**src/rtl/fp_writeback_arbiter.sv**
```systemverilog
// Float register file writeback arbiter.
// Round-robin arbitration gives the single write port to NREQ writeback sources.
// Writes reach the register file one cycle after the request is consumed.
// A pending-write scoreboard is kept alongside for the decode stage's RAW stall check.

// Per-requester decode: legality check and the scoreboard bits this write retires.
module fp_wb_lane_dec #(
  parameter int AW = 5
) (
  input  logic [AW-1:0] i_reg,
  input  logic          i_dbl,
  output logic          o_illegal,
  output logic [31:0]   o_clr
);
  logic w_top;

  assign w_top     = (i_reg == AW'(31));
  // f0 is hardwired, and a double at f31 would need f32, which does not exist.
  assign o_illegal = (i_reg == '0) | (i_dbl & w_top);

  // Clear mask: reg, plus reg+1 for a double; reg+1 is never formed past f31.
  always_comb begin
    o_clr = 32'(1) << i_reg;
    if (i_dbl && !w_top) o_clr = o_clr | (32'(1) << (i_reg + AW'(1)));
  end
endmodule

module fp_writeback_arbiter #(
  parameter int NREQ = 3,
  parameter int DW   = 32,
  parameter int AW   = 5
) (
  input  logic                 clk,
  input  logic                 reset,
  input  logic [NREQ-1:0]      req_valid,
  output logic [NREQ-1:0]      req_ready,
  input  logic [NREQ*AW-1:0]   req_reg,
  input  logic [NREQ*DW-1:0]   req_data1,
  input  logic [NREQ*DW-1:0]   req_data2,
  input  logic [NREQ-1:0]      req_double,
  input  logic                 issue_valid,
  input  logic [AW-1:0]        issue_reg,
  input  logic                 issue_double,
  output logic                 issue_stall,
  output logic [31:0]          pend_mask,
  output logic [AW-1:0]        writeRegf,
  output logic [DW-1:0]        writeData1f,
  output logic [DW-1:0]        writeData2f,
  output logic                 regWritef,
  output logic                 regDWritef,
  output logic                 err_illegal
);
  localparam int PW = (NREQ > 1) ? $clog2(NREQ) : 1;

  typedef struct packed {
    logic [AW-1:0] rg;
    logic [DW-1:0] d1;
    logic [DW-1:0] d2;
    logic          dbl;
    logic          ill;
  } wb_req_t;

  logic [PW-1:0]              r_ptr;
  logic [31:0]                r_pend;
  logic [AW-1:0]              r_wreg;
  logic [DW-1:0]              r_d1;
  logic [DW-1:0]              r_d2;
  logic                       r_we;
  logic                       r_dwe;
  logic                       r_err;

  logic [NREQ-1:0]            w_gnt;
  logic [PW-1:0]              w_gidx;
  logic                       w_fire;
  logic [NREQ-1:0]            w_ill;
  logic [NREQ-1:0][31:0]      w_clr;
  wb_req_t                    w_sel;
  logic [31:0]                w_sel_clr;
  logic                       w_iss_top;
  logic                       w_iss_nxt;
  logic [31:0]                w_set;
  logic [31:0]                w_pend_nxt;

  // One decoder per requester, so the grant path never waits on data decode.
  for (genvar g = 0; g < NREQ; g++) begin : g_lane
    fp_wb_lane_dec #(.AW(AW)) u_dec (
      .i_reg     (req_reg[g*AW +: AW]),
      .i_dbl     (req_double[g]),
      .o_illegal (w_ill[g]),
      .o_clr     (w_clr[g])
    );
  end

  // Round-robin search from r_ptr; nothing is granted while reset is held.
  always_comb begin
    logic          found;
    logic [PW-1:0] idx;
    found  = 1'b0;
    idx    = '0;
    w_gnt  = '0;
    w_gidx = '0;
    for (int k = 0; k < NREQ; k++) begin
      idx = PW'((int'(r_ptr) + k) % NREQ);
      if (!found && req_valid[idx]) begin
        found       = 1'b1;
        w_gnt[idx]  = 1'b1;
        w_gidx      = idx;
      end
    end
    if (reset) w_gnt = '0;
  end

  assign req_ready = w_gnt;
  assign w_fire    = |w_gnt;

  // One-hot mux of the granted request and its scoreboard clear mask.
  always_comb begin
    w_sel     = '0;
    w_sel_clr = '0;
    for (int i = 0; i < NREQ; i++) begin
      if (w_gnt[i]) begin
        w_sel.rg  = req_reg[i*AW +: AW];
        w_sel.d1  = req_data1[i*DW +: DW];
        w_sel.d2  = req_data2[i*DW +: DW];
        w_sel.dbl = req_double[i];
        w_sel.ill = w_ill[i];
        w_sel_clr = w_clr[i];
      end
    end
  end

  // RAW hazard: the issued destination (or its pair) still has a write in flight.
  assign w_iss_top   = (issue_reg == AW'(31));
  assign w_iss_nxt   = issue_double & ~w_iss_top & r_pend[issue_reg + AW'(1)];
  assign issue_stall = issue_valid & (r_pend[issue_reg] | w_iss_nxt);

  // Scoreboard set for an accepted issue; writes to f0 are never tracked.
  always_comb begin
    w_set = '0;
    if (issue_valid && !issue_stall && issue_reg != '0) begin
      w_set = 32'(1) << issue_reg;
      if (issue_double && !w_iss_top) w_set = w_set | (32'(1) << (issue_reg + AW'(1)));
    end
  end

  // Clear before set so a newer producer issued this cycle keeps its bit.
  assign w_pend_nxt = ((r_pend & ~(w_fire ? w_sel_clr : 32'h0)) | w_set) & ~32'h1;

  // Write port register, scoreboard and round-robin pointer.
  always_ff @(posedge clk) begin
    if (reset) begin
      r_ptr  <= '0;
      r_pend <= '0;
      r_wreg <= '0;
      r_d1   <= '0;
      r_d2   <= '0;
      r_we   <= 1'b0;
      r_dwe  <= 1'b0;
      r_err  <= 1'b0;
    end else begin
      r_pend <= w_pend_nxt;
      r_we   <= w_fire & ~w_sel.ill & ~w_sel.dbl;
      r_dwe  <= w_fire & ~w_sel.ill & w_sel.dbl;
      r_err  <= w_fire & w_sel.ill;
      if (w_fire) begin
        r_wreg <= w_sel.rg;
        r_d1   <= w_sel.d1;
        r_d2   <= w_sel.d2;
        r_ptr  <= (w_gidx == PW'(NREQ-1)) ? '0 : w_gidx + PW'(1);
      end
    end
  end

  assign pend_mask   = r_pend;
  assign writeRegf   = r_wreg;
  assign writeData1f = r_d1;
  assign writeData2f = r_d2;
  assign regWritef   = r_we;
  assign regDWritef  = r_dwe;
  assign err_illegal = r_err;
endmodule

```
**config.mk**
```make
export PLATFORM = sky130hd
export DESIGN_NAME = fp_writeback_arbiter
export DESIGN_NICKNAME = d
export VERILOG_FILES = /design/src/rtl/fp_writeback_arbiter.sv
export SDC_FILE = /design/constraint.sdc
export NUM_CORES = 1
export LEC_CHECK = 0
export ABC_CLOCK_PERIOD_IN_PS = 3600
export CAP_MARGIN = 20
export CORE_ASPECT_RATIO = 0.8
export CORE_MARGIN = 4
export CORE_UTILIZATION = 40
export DETAILED_ROUTE_END_ITERATION = 8
export GPL_ROUTABILITY_DRIVEN = 0
export GPL_TIMING_DRIVEN = 1
export HOLD_SLACK_MARGIN = 0.05
export PLACE_DENSITY = 0.87
export RECOVER_POWER = 50
export SKIP_LAST_GASP = 1
export SYNTH_ARGS = -nofsm -noshare
export SYNTH_HDL_FRONTEND = slang
export SYNTH_SLANG_ARGS = --single-unit
```
**constraint.sdc**
```tcl
create_clock -name clk -period 3.6 [get_ports clk]
set_input_delay 0.72 -clock clk [delete_from_list [all_inputs] [get_ports clk]]
set_output_delay 0.72 -clock clk [all_outputs]
set_load 0.005 [all_outputs]
```
==> impl_metrics.csv <==
group,metric,value,unit
yosys,syn_area,7890,um^2
yosys,syn_inst,1025,
clocking,cts_tree,"done",
sta,worstMarginPinSlew,782,ps
worst_setup_path,path_class,"input pin to output port",
sta,fin_skew,6.31,ps
placed_design,dp_slack,-663,ps
layout,finalInstanceArea,12200,um^2
layout,area_delta_synth_final,55.2,%
worst_setup_path,r2r_cells,12,
worst_setup_path,endpoint_kind,"output port",
layout,antenna_cells,0,
yosys,avgSynthCellArea,7.70,um^2
global_routing,grt_pass1_vias,9838,
global_routing,grt_use_total,31.9,%
sta,min_period_over_period,98.6,%
placed_design,placed_area,11900,um^2
detailed_routing,dr.pass1.iters,9,
sta,finalCriticalPeriod,3550,ps
layout,nFillCells,1628,
sta,rsz0062_at_grt,"true",
yosys,async_flop_share,0,%
yosys,yosys-top-cells-count,"nand2_1 (125), nor2_1 (122), dfxtp_1 (105), o21ai_0 (75), a221oi_1 (66)",
layout,fin_nets,1615,
clocking,clk_pin_slew,70,ps
worst_setup_path,cpLargestDelayFamily,"buffers and inverters",
floorplan,die_area,22000,um^2
global_routing,antenna_found_initial,1,
worst_setup_path,path_common_cell,"clkdlybuf4s50_1",
placed_design,dp_hpwl,29000,um
layout,multiInputGateArea,5390,um^2
yosys,yosysTopAreaCell,"dfxtp_1",
sta,hold_violations,0,
outcome,status,"finished clean",
floorplan,start_util,41.1,%
worst_setup_path,required,2880,ps
sta,maxSlewHeadroom,47.3,%
sta,setup_violations,0,
detailed_routing,via_count,10700,
detailed_routing,via_per_inst,6.54,
pwr,peakVddDrop,337,uV
floorplan,die_height,134,um
floorplan,fp-row-count,45,
hold_path,holdPathEnd,"writeData1f[7]",
clocking,hold_buffers,0,
clocking,clk_path_buf_depth,2,
clocking,cts_setup_buffers,0,
worst_setup_path,r2r-start,"r_ptr[1]",
yosys,synth_warnings,0,
detailed_routing,detail_route.wl_per_cell,23.0,um
yosys,synth.most_common_cell,"nand2_1",
hold_path,hold_path_class,"flip-flop to flip-flop",
sta,holdWs,445,ps
worst_setup_path,max_stage_delay,540,ps
yosys,synth_cell_types,79,
worst_setup_path,crit_arrival,2830,ps
yosys,synth_nets,1269,
run,cap_violations,0,
clocking,insertion_delay,350,ps
global_routing,overflow,0,
clocking,cts_buffers,9,
placed_design,numPortBuffers,328,
worst_setup_path,cp_num_buf_inv,4,
yosys,ys_seq_area_share,26.6,%
detailed_routing,drc,0,
layout,final-seq-area,2100,um^2
yosys,ys_top_cells_by_area,"dfxtp_1 (27%), a221oi_1 (7.3%), nand2_1 (5.9%)",
worst_setup_path,critPathMaxFanout,4,
worst_setup_path,critical_path.cell_chain,"clkdlybuf4s50_1 > buf_4 > mux2i_1 > nor4b_2 > o311ai_2 > inv_2 > clkdlybuf4s50_1",
worst_setup_path,start_kind,"input pin",
sta,maxSlewViolCount,0,
yosys,synth_top_area_share,26.6,%
worst_setup_path,r2r_slack,250,ps
floorplan,die_width,165,um
pwr,power,6760,uW
detailed_routing,drt_iter0_drc,2164,
layout,final_cells,1634,
hold_path,hold_depth,2,
clocking,cts-root-buf,"clkbuf_16",
placed_design,placed_cells,1618,
floorplan,io-pin-count,330,
pwr,power.density,552,nW/um^2
sta,max_freq,282,MHz
layout,drive_gt1_share,12.9,%
worst_setup_path,r2r_end,"pend_mask[29]",
detailed_routing,wirelength,37600,um
global_routing,grt_first_pass_wirelength,55500,um
hold_path,hp-start,"writeData1f[7]",
clocking,ctsHtreeMaxLevel,3,
worst_setup_path,cp_slowest_cell,"o311ai_2",
pwr,p_leak,0.00461,uW
detailed_routing,ant_nets,0,
worst_setup_path,startpoint,"req_valid[0]",
yosys,synth_enable_flop_cells,0,
clocking,cts.sinks,105,
yosys,ys.flop_type,"dfxtp_1",
sta,setup_ws,50.0,ps
yosys,synth_seq_cells,105,
floorplan,design.core.area,19200,um^2
global_routing,grt_max_degree,60,
-- worst max path at each step --
stage,endpoint,cells past startpoint
2_1_floorplan,pend_mask[13],13
3_3_place_gp,issue_stall,10
3_5_place_dp,issue_stall,11
4_1_cts,issue_stall,10
5_1_grt,req_ready[1],7
6_report,req_ready[1],7
-- registers in the layout, summed over array words and instances, names as in the netlist --
| signal | flops |
|---|---|
| err_illegal | 1 |
| pend_mask | 31 |
| r_ptr | 2 |
| regDWritef | 1 |
| regWritef | 1 |
| writeData1f | 32 |
| writeData2f | 32 |
| writeRegf | 5 |
-- per-layer routing --
metal | part of all wire, % | vias to the layer above | global-route usage, %
li1 | - | 4622 | -
met1 | 37 | 4889 | 40.7
met2 | 42 | 945 | 47.3
met3 | 15 | 234 | 13.5
met4 | 5.4 | 2 | 13.2
met5 | 0.035 | - | 0
-- tightest hold or removal path, cell delays in order, from the launching register on --
cell and delay [ps]:
dfxtp_1 310, nand2_1 40, o21ai_1 50
-- area by class of cell --
type                            instances  area share (%)
Multi-Input combinational cell        811            44.0
Timing Repair Buffer                  424            33.0
Sequential cell                       105            17.2
Tap cell                              258            2.64
Clock buffer                            9            1.84
Clock inverter                          7           0.716
Inverter                               20           0.634
-- layout by cell type (no fill, tap or decap), types with 7 or more instances in the layout --
master	Yosys	layout
clkdlybuf4s50_1	0	219
nand2_1	125	124
nor2_1	122	121
dfxtp_1	105	105
dlygate4sd3_1	0	103
buf_4	1	91
o21ai_0	75	75
a221oi_1	66	66
nand3_1	33	33
a21oi_1	30	30
nor3_1	26	26
a22oi_1	21	21
nor2b_1	19	18
o2111ai_1	17	17
ha_1	22	17
inv_1	19	16
nand2b_1	16	16
o22ai_1	15	15
mux4_2	14	14
nand4_1	14	14
a32oi_1	14	14
o32ai_1	13	13
o211ai_1	12	12
and3_1	12	11
o21ai_1	9	9
nor4_1	9	9
o221ai_2	9	9
clkbuf_16	0	9
mux2i_1	9	8
a31oi_1	8	8
nand3b_1	7	7
-- cells by family after synthesis --
group	count (synthesis)	share of synthesized area [%]
other	1	0.0475
adder cells (fa/ha/maj)	22	3.49
multiplexers	27	5.71
buffers and inverters	109	6.23
flip-flops	105	26.6
AO/OA/AOI/OAI	337	31.8
XOR/XNOR	6	0.666
AND/OR/NAND/NOR	418	25.4
-- power by group --
part | total [uW] | switching (uW) | internal, uW
clock | 1050 | 500 | 555
sequential | 1760 | 201 | 1560
combinational | 3940 | 2180 | 1760
-- per-stage QoR --
step           util [%]  setup TNS, ps
6_report           63.8              0
4_1_cts            63.6              0
3_5_place_dp       61.8         -10550
5_1_grt            63.8          -56.8
3_3_place_gp       61.8          -6970
2_1_floorplan         -              0
-- timing repair --
action	in CTS	in global routing
pin swaps	8	6
setup endpoints to repair	3	4
cloned	0	0
gates resized for setup	21	14
Note: power is estimated with default switching activity, not from simulation.
